<file path="src/rtl/store_buffer_pkg.sv">
// Shared types for the posted-write store buffer.
// Entry layout, default widths and index width.
package store_buffer_pkg;

    localparam int WORD_W   = 64;
    localparam int SB_AW    = 64;
    localparam int SB_DEPTH = 4;
    localparam int SB_IDX_W = $clog2(SB_DEPTH);

    typedef struct packed {
        logic              valid;
        logic [SB_AW-1:0]  addr;
        logic [WORD_W-1:0] data;
    } sb_entry;

endpackage

</file>
<file path="src/rtl/store_buffer_match.sv">
// Youngest-first forwarding match over the store buffer entries.
// Ports: ent (entries), head (oldest index), key (word address) -> hit, data.
module sb_forward_match
    import store_buffer_pkg::*;
#(
    parameter  int DEPTH = SB_DEPTH,
    parameter  int AW    = SB_AW,
    localparam int IW    = $clog2(DEPTH)
) (
    input  sb_entry           ent [DEPTH],
    input  logic [IW-1:0]     head,
    input  logic [AW-3:0]     key,
    output logic              hit,
    output logic [WORD_W-1:0] data
);

    logic [IW-1:0] idx;

    // Walk oldest to youngest; a later match overrides, so youngest wins.
    always_comb begin
        hit  = 1'b0;
        data = '0;
        idx  = '0;
        for (int i = 0; i < DEPTH; i++) begin
            idx = head + IW'(i);
            if (ent[idx].valid &&
                (ent[idx].addr >> 2) == SB_AW'(key)) begin
                hit  = 1'b1;
                data = ent[idx].data;
            end
        end
    end

endmodule

</file>
<file path="src/rtl/store_buffer.sv">
// Posted-write store buffer between the datapath and unified memory.
// Ports: CLK/RST; cpu_* request side; mem_* memory side; stall, empty.
module store_buffer
    import store_buffer_pkg::*;
#(
    parameter int DEPTH = SB_DEPTH,
    parameter int AW    = SB_AW,
    parameter int DW    = WORD_W
) (
    input  logic          CLK,
    input  logic          RST,
    input  logic [AW-1:0] cpu_addr,
    input  logic [DW-1:0] cpu_wd,
    input  logic          cpu_we,
    input  logic          cpu_re,
    output logic [DW-1:0] cpu_rd,
    output logic          stall,
    output logic          empty,
    output logic [AW-1:0] mem_addr,
    output logic [DW-1:0] mem_wd,
    output logic          mem_we,
    input  logic [DW-1:0] mem_rd,
    input  logic          mem_ready
);

    localparam int IW = $clog2(DEPTH);
    localparam int CW = IW + 1;

    sb_entry           ent_q [DEPTH];
    sb_entry           ent_d [DEPTH];
    logic [IW-1:0]     head_q, head_d;
    logic [IW-1:0]     tail_q, tail_d;
    logic [CW-1:0]     count_q, count_d;
    logic              full, pop, push, hit;
    logic [WORD_W-1:0] fwd_data;

    sb_forward_match #(
        .DEPTH (DEPTH),
        .AW    (AW)
    ) u_match (
        .ent   (ent_q),
        .head  (head_q),
        .key   (cpu_addr[AW-1:2]),
        .hit   (hit),
        .data  (fwd_data)
    );

    assign full  = (count_q == CW'(DEPTH));
    assign empty = (count_q == '0);

    // Reads own the port; otherwise drain the head entry.
    // mem_we deliberately ignores mem_ready.
    always_comb begin
        mem_we   = 1'b0;
        mem_addr = cpu_addr;
        mem_wd   = '0;
        if (!cpu_re && !empty) begin
            mem_we   = 1'b1;
            mem_addr = ent_q[head_q].addr[AW-1:0];
            mem_wd   = ent_q[head_q].data[DW-1:0];
        end
    end

    assign pop   = mem_we & mem_ready;
    assign push  = cpu_we & (~full | pop);
    assign stall = cpu_we & full & ~pop;

    // Forwarded data reflects pre-edge contents only.
    assign cpu_rd = (cpu_re && hit) ? fwd_data[DW-1:0] : mem_rd;

    always_comb begin
        ent_d   = ent_q;
        head_d  = head_q;
        tail_d  = tail_q;
        count_d = count_q;
        // Pop before push: at full, tail==head and the push must win.
        if (pop) begin
            ent_d[head_q].valid = 1'b0;
            head_d = head_q + IW'(1);
        end
        if (push) begin
            ent_d[tail_q].valid = 1'b1;
            ent_d[tail_q].addr  = SB_AW'(cpu_addr);
            ent_d[tail_q].data  = WORD_W'(cpu_wd);
            tail_d = tail_q + IW'(1);
        end
        case ({push, pop})
            2'b10:   count_d = count_q + CW'(1);
            2'b01:   count_d = count_q - CW'(1);
            default: count_d = count_q;
        endcase
    end

    always_ff @(posedge CLK) begin
        if (RST) begin
            for (int i = 0; i < DEPTH; i++) begin
                ent_q[i] <= '0;
            end
            head_q  <= '0;
            tail_q  <= '0;
            count_q <= '0;
        end else begin
            ent_q   <= ent_d;
            head_q  <= head_d;
            tail_q  <= tail_d;
            count_q <= count_d;
        end
    end

endmodule

</file>
<file path="config.mk">
export PLATFORM = sky130hd
export DESIGN_NAME = store_buffer
export DESIGN_NICKNAME = d
export VERILOG_FILES = /design/src/rtl/store_buffer_pkg.sv /design/src/rtl/store_buffer_match.sv /design/src/rtl/store_buffer.sv
export SDC_FILE = /design/constraint.sdc
export NUM_CORES = 2
export LEC_CHECK = 0
export CAP_MARGIN = 20
export CORE_ASPECT_RATIO = 1.2
export CORE_MARGIN = 2
export CORE_UTILIZATION = 35
export DETAILED_ROUTE_END_ITERATION = 12
export HOLD_SLACK_MARGIN = 0.15
export PLACE_DENSITY = 0.64
export SETUP_SLACK_MARGIN = 0.4
export SLEW_MARGIN = 20
export SYNTH_ARGS = -nofsm -noshare
export SYNTH_HDL_FRONTEND = slang
export SYNTH_SLANG_ARGS = --single-unit
</file>
<file path="constraint.sdc">
create_clock -name CLK -period 6.1 [get_ports CLK]
set_input_delay 0.61 -clock CLK [delete_from_list [all_inputs] [get_ports CLK]]
set_output_delay 0.61 -clock CLK [all_outputs]
set_load 0.005 [all_outputs]
</file>
# [Yosys cells after proc, flatten, opt, wreduce, memory -nomap -nowiden]
# Cells that the tools add are included.
[classes] addsub=6 multipliers=0 div_mod_pow=0 magnitude_cmp=7 eq_ne=7 n_shift=0 mux=39 bitwise_logic=12 reduce_logical=12
[op_table] cell="516-bit bitwise mux" count=4
[op_table] cell="129-bit two-way mux" count=10
[op_table] cell="129-bit binary-select mux with 2-bit select" count=4
[op_table] cell="129-bit demux with 2-bit select" count=4
[op_table] cell="516-bit two-way mux" count=2
[op_table] cell="64-bit two-way mux" count=8
[op_table] cell="62-bit == test" count=4
[op_table] cell="128-bit two-way mux" count=1
[op_table] cell="3-bit >= comparator (second input constant)" count=5
[op_table] cell="2-bit NOT with 3-bit output" count=5
[op_table] cell="1-bit logical AND" count=8
[op_table] cell="3-bit by 1-bit less-than comparator with 1-bit output (second input constant)" count=2
[op_table] cell="3-bit case mux with 2 select lines" count=1
[op_table] cell="1-bit two-way mux" count=5
[op_table] cell="2-bit by 1-bit adder with 2-bit output (second input constant)" count=2
[op_table] cell="2-bit adder (second input constant)" count=2
[op_table] cell="1-bit bitwise AND" count=4
[op_table] cell="3-bit by 1-bit adder with 3-bit output (second input constant)" count=1
[op_table] cell="3-bit == test (second input constant)" count=1
[op_table] cell="3-bit logical NOT" count=1
[op_table] cell="3-bit by 1-bit subtractor with 3-bit output (second input constant)" count=1
[op_table] cell="2-bit by 1-bit == test with 1-bit output (second input constant)" count=1
[op_table] cell="2-bit == test (second input constant)" count=1
[op_table] cell="1-bit logical NOT" count=2
[op_table] cell="3 further kinds" count=4
[word_totals] register_bits=523 latchBits=0 mem_bits_rw=0 mem_bits_ro=0 output_inout_bits=195 n_memories=0

# [Longest topological paths before layout]
[logic_depth] depth_word=12 mapped_depth=22 mapped_depth_nobuf=12

# [Hierarchy]
# From an unflattened synthesis, not the netlist that was laid out.
[unflattened] hier_cells=4474 area_unflattened_um2=42139.2
[by_module_without_submodules] module="store_buffer" instances=1 cells_each=2251 area_per_inst_um2=25784.7 seq_area_each_um2=10470.0
[by_module_without_submodules] module="sb_forward_match" instances=1 cells_each=2223 area_per_inst_um2=16354.4 seq_area_each_um2=0.0

# [Worst setup path after synthesis]
# No wires, ideal clock.
[synth_timing] kind="flip-flop to output port" startpoint="reg head_q[1]" endpoint="out cpu_rd[14]" t_arrival_ns=5.399 required_ns=5.490 path_slack_ns=0.091 path_stages_with_launch=21 path_cell_list="dfxtp_1 inv_1 clkbuf_1 clkbuf_1 buf_1 buf_1 clkbuf_1 ha_1 buf_2 buf_1 buf_2 mux4_2 xnor2_1 nand2_1 or4b_2 or4_1 and2_1 buf_6 buf_4 o221ai_2 a21oi_1"
[synth_between] elab_chain_len=12 word_cells_on_any_way=37 cone_classes="add/sub: 3; eq/ne: 4; mux: 21; bitwise: 4; reduce/logical: 5"
[synth_rtl] element="start, declared" line_no="store_buffer.sv:31" source="logic [IW-1:0] head_q, head_d;"
[synth_rtl] element="start signal, assigned" line_no="store_buffer.sv:99" source="head_q <= '0;"
[synth_rtl] element="start signal, assigned" line_no="store_buffer.sv:104" source="head_q <= head_d;"
[synth_rtl] element="2-bit by 1-bit adder with 2-bit output or 2-bit NOT with 3-bit output (tied branches)"
[synth_rtl] element="2-bit NOT with 3-bit output (not written as such) or 129-bit binary-select mux with 2-bit select (tied branches)" line_no="store_buffer_match.sv:26, store_buffer_match.sv:27, store_buffer_match.sv:29"
[synth_rtl] element="129-bit binary-select mux with 2-bit select or 129-bit two-way mux (tied branches)" line_no="store_buffer_match.sv:26, store_buffer_match.sv:27, store_buffer_match.sv:29"
[synth_rtl] element="129-bit two-way mux (not written as such)" line_no="store_buffer_match.sv:26" source="if (ent[idx].valid &&"
[synth_rtl] element="129-bit two-way mux (not written as such) or 62-bit == test (tied branches)" line_no="store_buffer_match.sv:26, store_buffer_match.sv:27"
[synth_rtl] element="62-bit == test or 1-bit logical AND (tied branches)" line_no="store_buffer_match.sv:27, store_buffer_match.sv:26"
[synth_rtl] element="1-bit logical AND or 1-bit two-way mux (tied branches)" line_no="store_buffer_match.sv:26"
[synth_rtl] element="1-bit two-way mux (3 in a row)" line_no="store_buffer_match.sv:26"
[synth_rtl] element="1-bit logical AND" line_no="store_buffer.sv:69" source="assign cpu_rd = (cpu_re && hit) ? fwd_data[DW-1:0] : mem_rd;"
[synth_rtl] element="64-bit two-way mux *" line_no="store_buffer.sv:69"
[synth_rtl] element="end, declared" line_no="store_buffer.sv:16" source="output logic [DW-1:0] cpu_rd,"
# Every way passes the cells marked *; elsewhere a longest branch is shown, timed or not. The select of a mux whose other input is x is not followed.

# [Worst setup path after layout]
[layout_timing] startpoint="reg head_q[0]" endpoint="out cpu_rd[28]"
# The elaborated chain is that of the path after synthesis.

==> results.txt <==
* Clock tree buffer depth: 3
* Total Nets Final: around 5500
- STA classifies the critical path startpoint as a register.
* Post-synthesis async set-or-reset flop share: 0
* Number of synthesized flops with an enable pin: 0
- Most frequent cell after synthesis: nand2_1
* Floorplan die width: 302 um
- Fraction of the mapped netlist area in adder cells: 0.00355
* GPL Wtd Cong: 1.10
* Worst Hold Class: in -> reg
- In this run, distinct cell masters in the synthesized netlist total 77.
- Power spread over the standard cell area amounts to 246 mW/mm^2.
* Mux contribution to synthesized area: 0.196
* Detail-routed via count per cell: 6.00
- Clock transition at the register clock pins on the worst setup and hold paths after CTS: 0.07 ns
* Flop pwr share: 0.329
- In this run, CTS created clock tree buffers numbering 59.
* Launching point of the worst reg2reg path: count_q[2]
- The Yosys step of the flow raised 0 warnings.
- The routed layout has between 40000 and 50000 vias.
- The share of total power dissipated in combinational logic is 0.334.
- First-pass GRT wire length: 262000 um
- Hold-critical path endpoint: ent_q[186]
- CTS placed an instance of clkbuf_16 at the clock tree root.
- Number of cells traversed by the worst register-to-register path: 10
- Cell-by-cell trace of the critical path: buf_4 > bufbuf_16 > mux2i_1 > o2bb2ai_1 > a2111oi_0 > a22oi_1 > nor3_1 > o2111ai_1 > buf_4 > o2111ai_4 > buf_12 > buf_6 > buf_12 > buf_16 > buf_8 > buf_6 > a21oi_2 > a21oi_1 > buf_2
- The commonest cells after synthesis are nand2_1 (1241), a21oi_1 (911), dfxtp_1 (523), clkbuf_1 (341), mux2i_1 (320).
* Tcrit/Tclk final: 0.994
* Number of stages on the worst hold path: 2
* Number of failing setup endpoints in the final timing report: 0
* Cell type with the highest aggregate area in the netlist: dfxtp_1
* Gr usage total: 0.323
* Hold path startpoint: RST
- On the worst path, the slowest cell contributes a delay of 0.63 ns.
* Die height: 362 um
- On the final layout, the worst hold slack is 0.404 ns.
* DRC: 0
- Main combinational cell family by area after synthesis: compound AO/OA/AOI/OAI gates
- In the synthesized netlist, the number of instances is 4974.
- The clock tree synthesis step divided the H-tree into 2 levels.
* Final core area utilization: 0.439
- Net Sw Frac: 0.362
* Storage cell area: approximately 0.010 mm^2
- Post-Route Skew: 0.0121 ns
- The number of buffers and inverters on the critical path is 10.
- At the pin with the least slew margin, the transition time is 1.28 ns.
- Across the run, the number of max-cap violations was 0.
* Footprint of the multi-input gates: roughly 0.025 mm^2
* Leakage power: 15.7 nW
* Detailed-route wire length per cell: 28.1 um
- Number of violations reported at the end of detailed-routing iteration 0: 4705
- Sequential share of the synthesized area: 0.280
- Number of port buffers: 391
- The critical path is of the reg -> out type.
- The floorplan step defined a core boundary enclosing 0.106 mm^2.
* Net switching power: 0.00415 W
- Grouping stages by cell kind, the critical path spends the most delay in compound AO/OA/AOI/OAI gates.
- In this run the core area contains 131 standard-cell rows.
* Share of the synthesized area in compound gates (AO/OA/AOI/OAI): 0.228
- Setup repair after global routing could not meet its margin everywhere.
- Share of Yosys cell area claimed by the top area cell type: 0.280
- In the final layout, the share of cells above drive strength 1 is 0.170.
* Hold violation total from the final report: 0
- Cell type of the slowest stage on the worst timing path: mux2i_1
- The floorplan step defined a die boundary enclosing ~0.11 mm^2.
- Final-layout setup total negative slack: 0 ns
- Xor/xnor cell area share of the yosys netlist: 0.0335
* Main area contributors after synthesis: dfxtp_1 (28%), nand2_1 (12%), a21oi_1 (12%)
- Setup slack of the most critical reg-to-reg path: roughly 2.3 ns
- Global routing finished with a remaining overflow of 0.
- Starting Density: 0.352
* Max frequency: 165 MHz
* Area growth from synthesis to layout: 24.7%
- The run finished with clean final reports.
* Design internal power: 0.00732 W
- Of the total synthesized cell area, the portion taken by AND, OR, NAND and NOR gates is 0.196.
- CTS tree: built
- Final antenna-violating net count: 0
- Endpoint of the lowest-slack register-to-register path: ent_q[277]
* Vias in the first global route: 37100
- Relative contribution of the clock network to total power: 0.338
- In this run the worst path has a maximum fanout of 11.
- Tightest slew margin relative to the limit: 0.125
* Post-detailed-routing wire length: 188000 um
- Pin count of the biggest net entering global routing: about 220
- Counting I/O delays and the setup requirement, the final critical path takes between 6 and 7 ns.
- Synthesis produced a netlist with a net count of slightly above 5000.
- Final-layout fill cell count: between 10000 and 15000
- Synthesized cell area: roughly 0.037 mm^2
- In the synthesized netlist the dominant register cell turns out to be dfxtp_1.
- Counting flops and latches in the post-synthesis netlist gives 523.
- Number of gates on the worst path with buffers counted: 19
* Number of top-level pins: between 300 and 400
- The worst setup path is captured at an output port.
* Count of final max-slew check failures: 0
- Initial antenna violation count: 20
- Worst Path Arrival: roughly 5.5 ns
- Maximum resistive drop on vdd: between 0.0002 and 0.00025 V
* Later-pin clock latency in the skew report: 0.67 ns
* Estimated wirelength of the detail-placed design: approximately 130000 um
- Number of clock sinks: 523
* Req. time, crit path: 5.49 ns
- Avg Inst Size Synth: 7.51 um^2
* CP Launch Point: head_q[0]
- First-pass detailed-route iteration total: 9
-- through the flow --
| step | instances | total power (W) | setup slack, ns | area [um^2] |
|---|---|---|---|---|
| after CTS | 6648 | 0.0114 | 0.0599 | 45900 |
| final | 6703 | 0.0115 | 0.0353 | 46600 |
| after global routing | 6698 | 0.0118 | 0.118 | 46600 |
| after detailed placement | 6502 | 0.00738 | 0.302 | 42900 |
| after floorplan | 4974 | 0.00585 | 0.407 | 37400 |
| after global placement | 6502 | 0.00736 | 0.347 | 42900 |
-- power by group through the flow --
stage / registers [W] / clock network [W] / logic [W]
4_1_cts: 0.00376 / 0.00391 / 0.00369
6_report: 0.00377 / 0.00387 / 0.00383
2_1_floorplan: 0.00377 / 0 / 0.00208
5_1_grt: 0.00379 / 0.00405 / 0.00400
3_5_place_dp: 0.00383 / 0 / 0.00355
3_3_place_gp: 0.00382 / 0 / 0.00354
-- state kept, by name (all words and copies together) (netlist names) --
name	count
ent_q	516
count_q	3
head_q	2
tail_q	2
-- per-layer routing --
metal	track usage	share of wire	vias to the layer above
met3	0.0600	0.087	533
met2	0.513	0.46	2184
met1	0.397	0.38	19400
met4	0.215	0.078	18
met5	0	0.00053	-
li1	-	-	18000
-- placed cells by master (no fill, tap or decap), drive strengths merged, types with 18 or more instances in the layout --
master,netlist,final
o21ai,209,209
clkdlybuf4s50,0,325
xnor2,121,121
clkbuf,341,106
buf,135,324
o221ai,75,75
nand4,39,39
mux4,102,102
nand2,1241,1241
and2,80,80
mux2,161,161
a21oi,944,944
mux2i,320,320
nor4,21,21
a22oi,22,22
dfxtp,523,523
nand2b,18,18
o2bb2ai,22,22
inv,28,33
o22ai,36,36
nor2,306,306
xor2,22,22
-- cells by family (layout without fill, tap and decap cells) --
family	after synthesis	count (layout)
and+or+nand+nor	1782	1783
AOI/OAI and AO/OA	1428	1428
muxes	583	583
DFF	523	523
buffers and inverters	505	824
xor gates and xnor gates	143	143
adders and majority gates	10	10
other	0	13
-- area by class of cell --
class                           instances  area share
Antenna cell                           13    0.000698
Inverter                               29     0.00261
Tap cell                             1396      0.0375
Clock inverter                         27     0.00878
Sequential cell                       523       0.225
Clock buffer                           81      0.0356
Multi-Input combinational cell       3947       0.538
Timing Repair Buffer                  687       0.152
-- how the worst max path moves through the flow --
| stage | slack, ns | to |
|---|---|---|
| floorplan | 0.41 | cpu_rd[54] |
| global placement | 0.35 | cpu_rd[62] |
| detailed placement | 0.30 | cpu_rd[62] |
| CTS | 0.06 | cpu_rd[2] |
| global route | 0.12 | cpu_rd[12] |
| finish | 0.04 | cpu_rd[28] |
-- timing repair --
| action | CTS | global route |
|---|---|---|
| pin swaps | 10 | 32 |
| gates resized for setup | 135 | 188 |
| cloned | 9 | 18 |
| hold buffers | 0 | 0 |
| setup buffers | 29 | 24 |
| endpoints found under the setup margin | 64 | 64 |
Note: power is estimated with default switching activity, not from simulation.
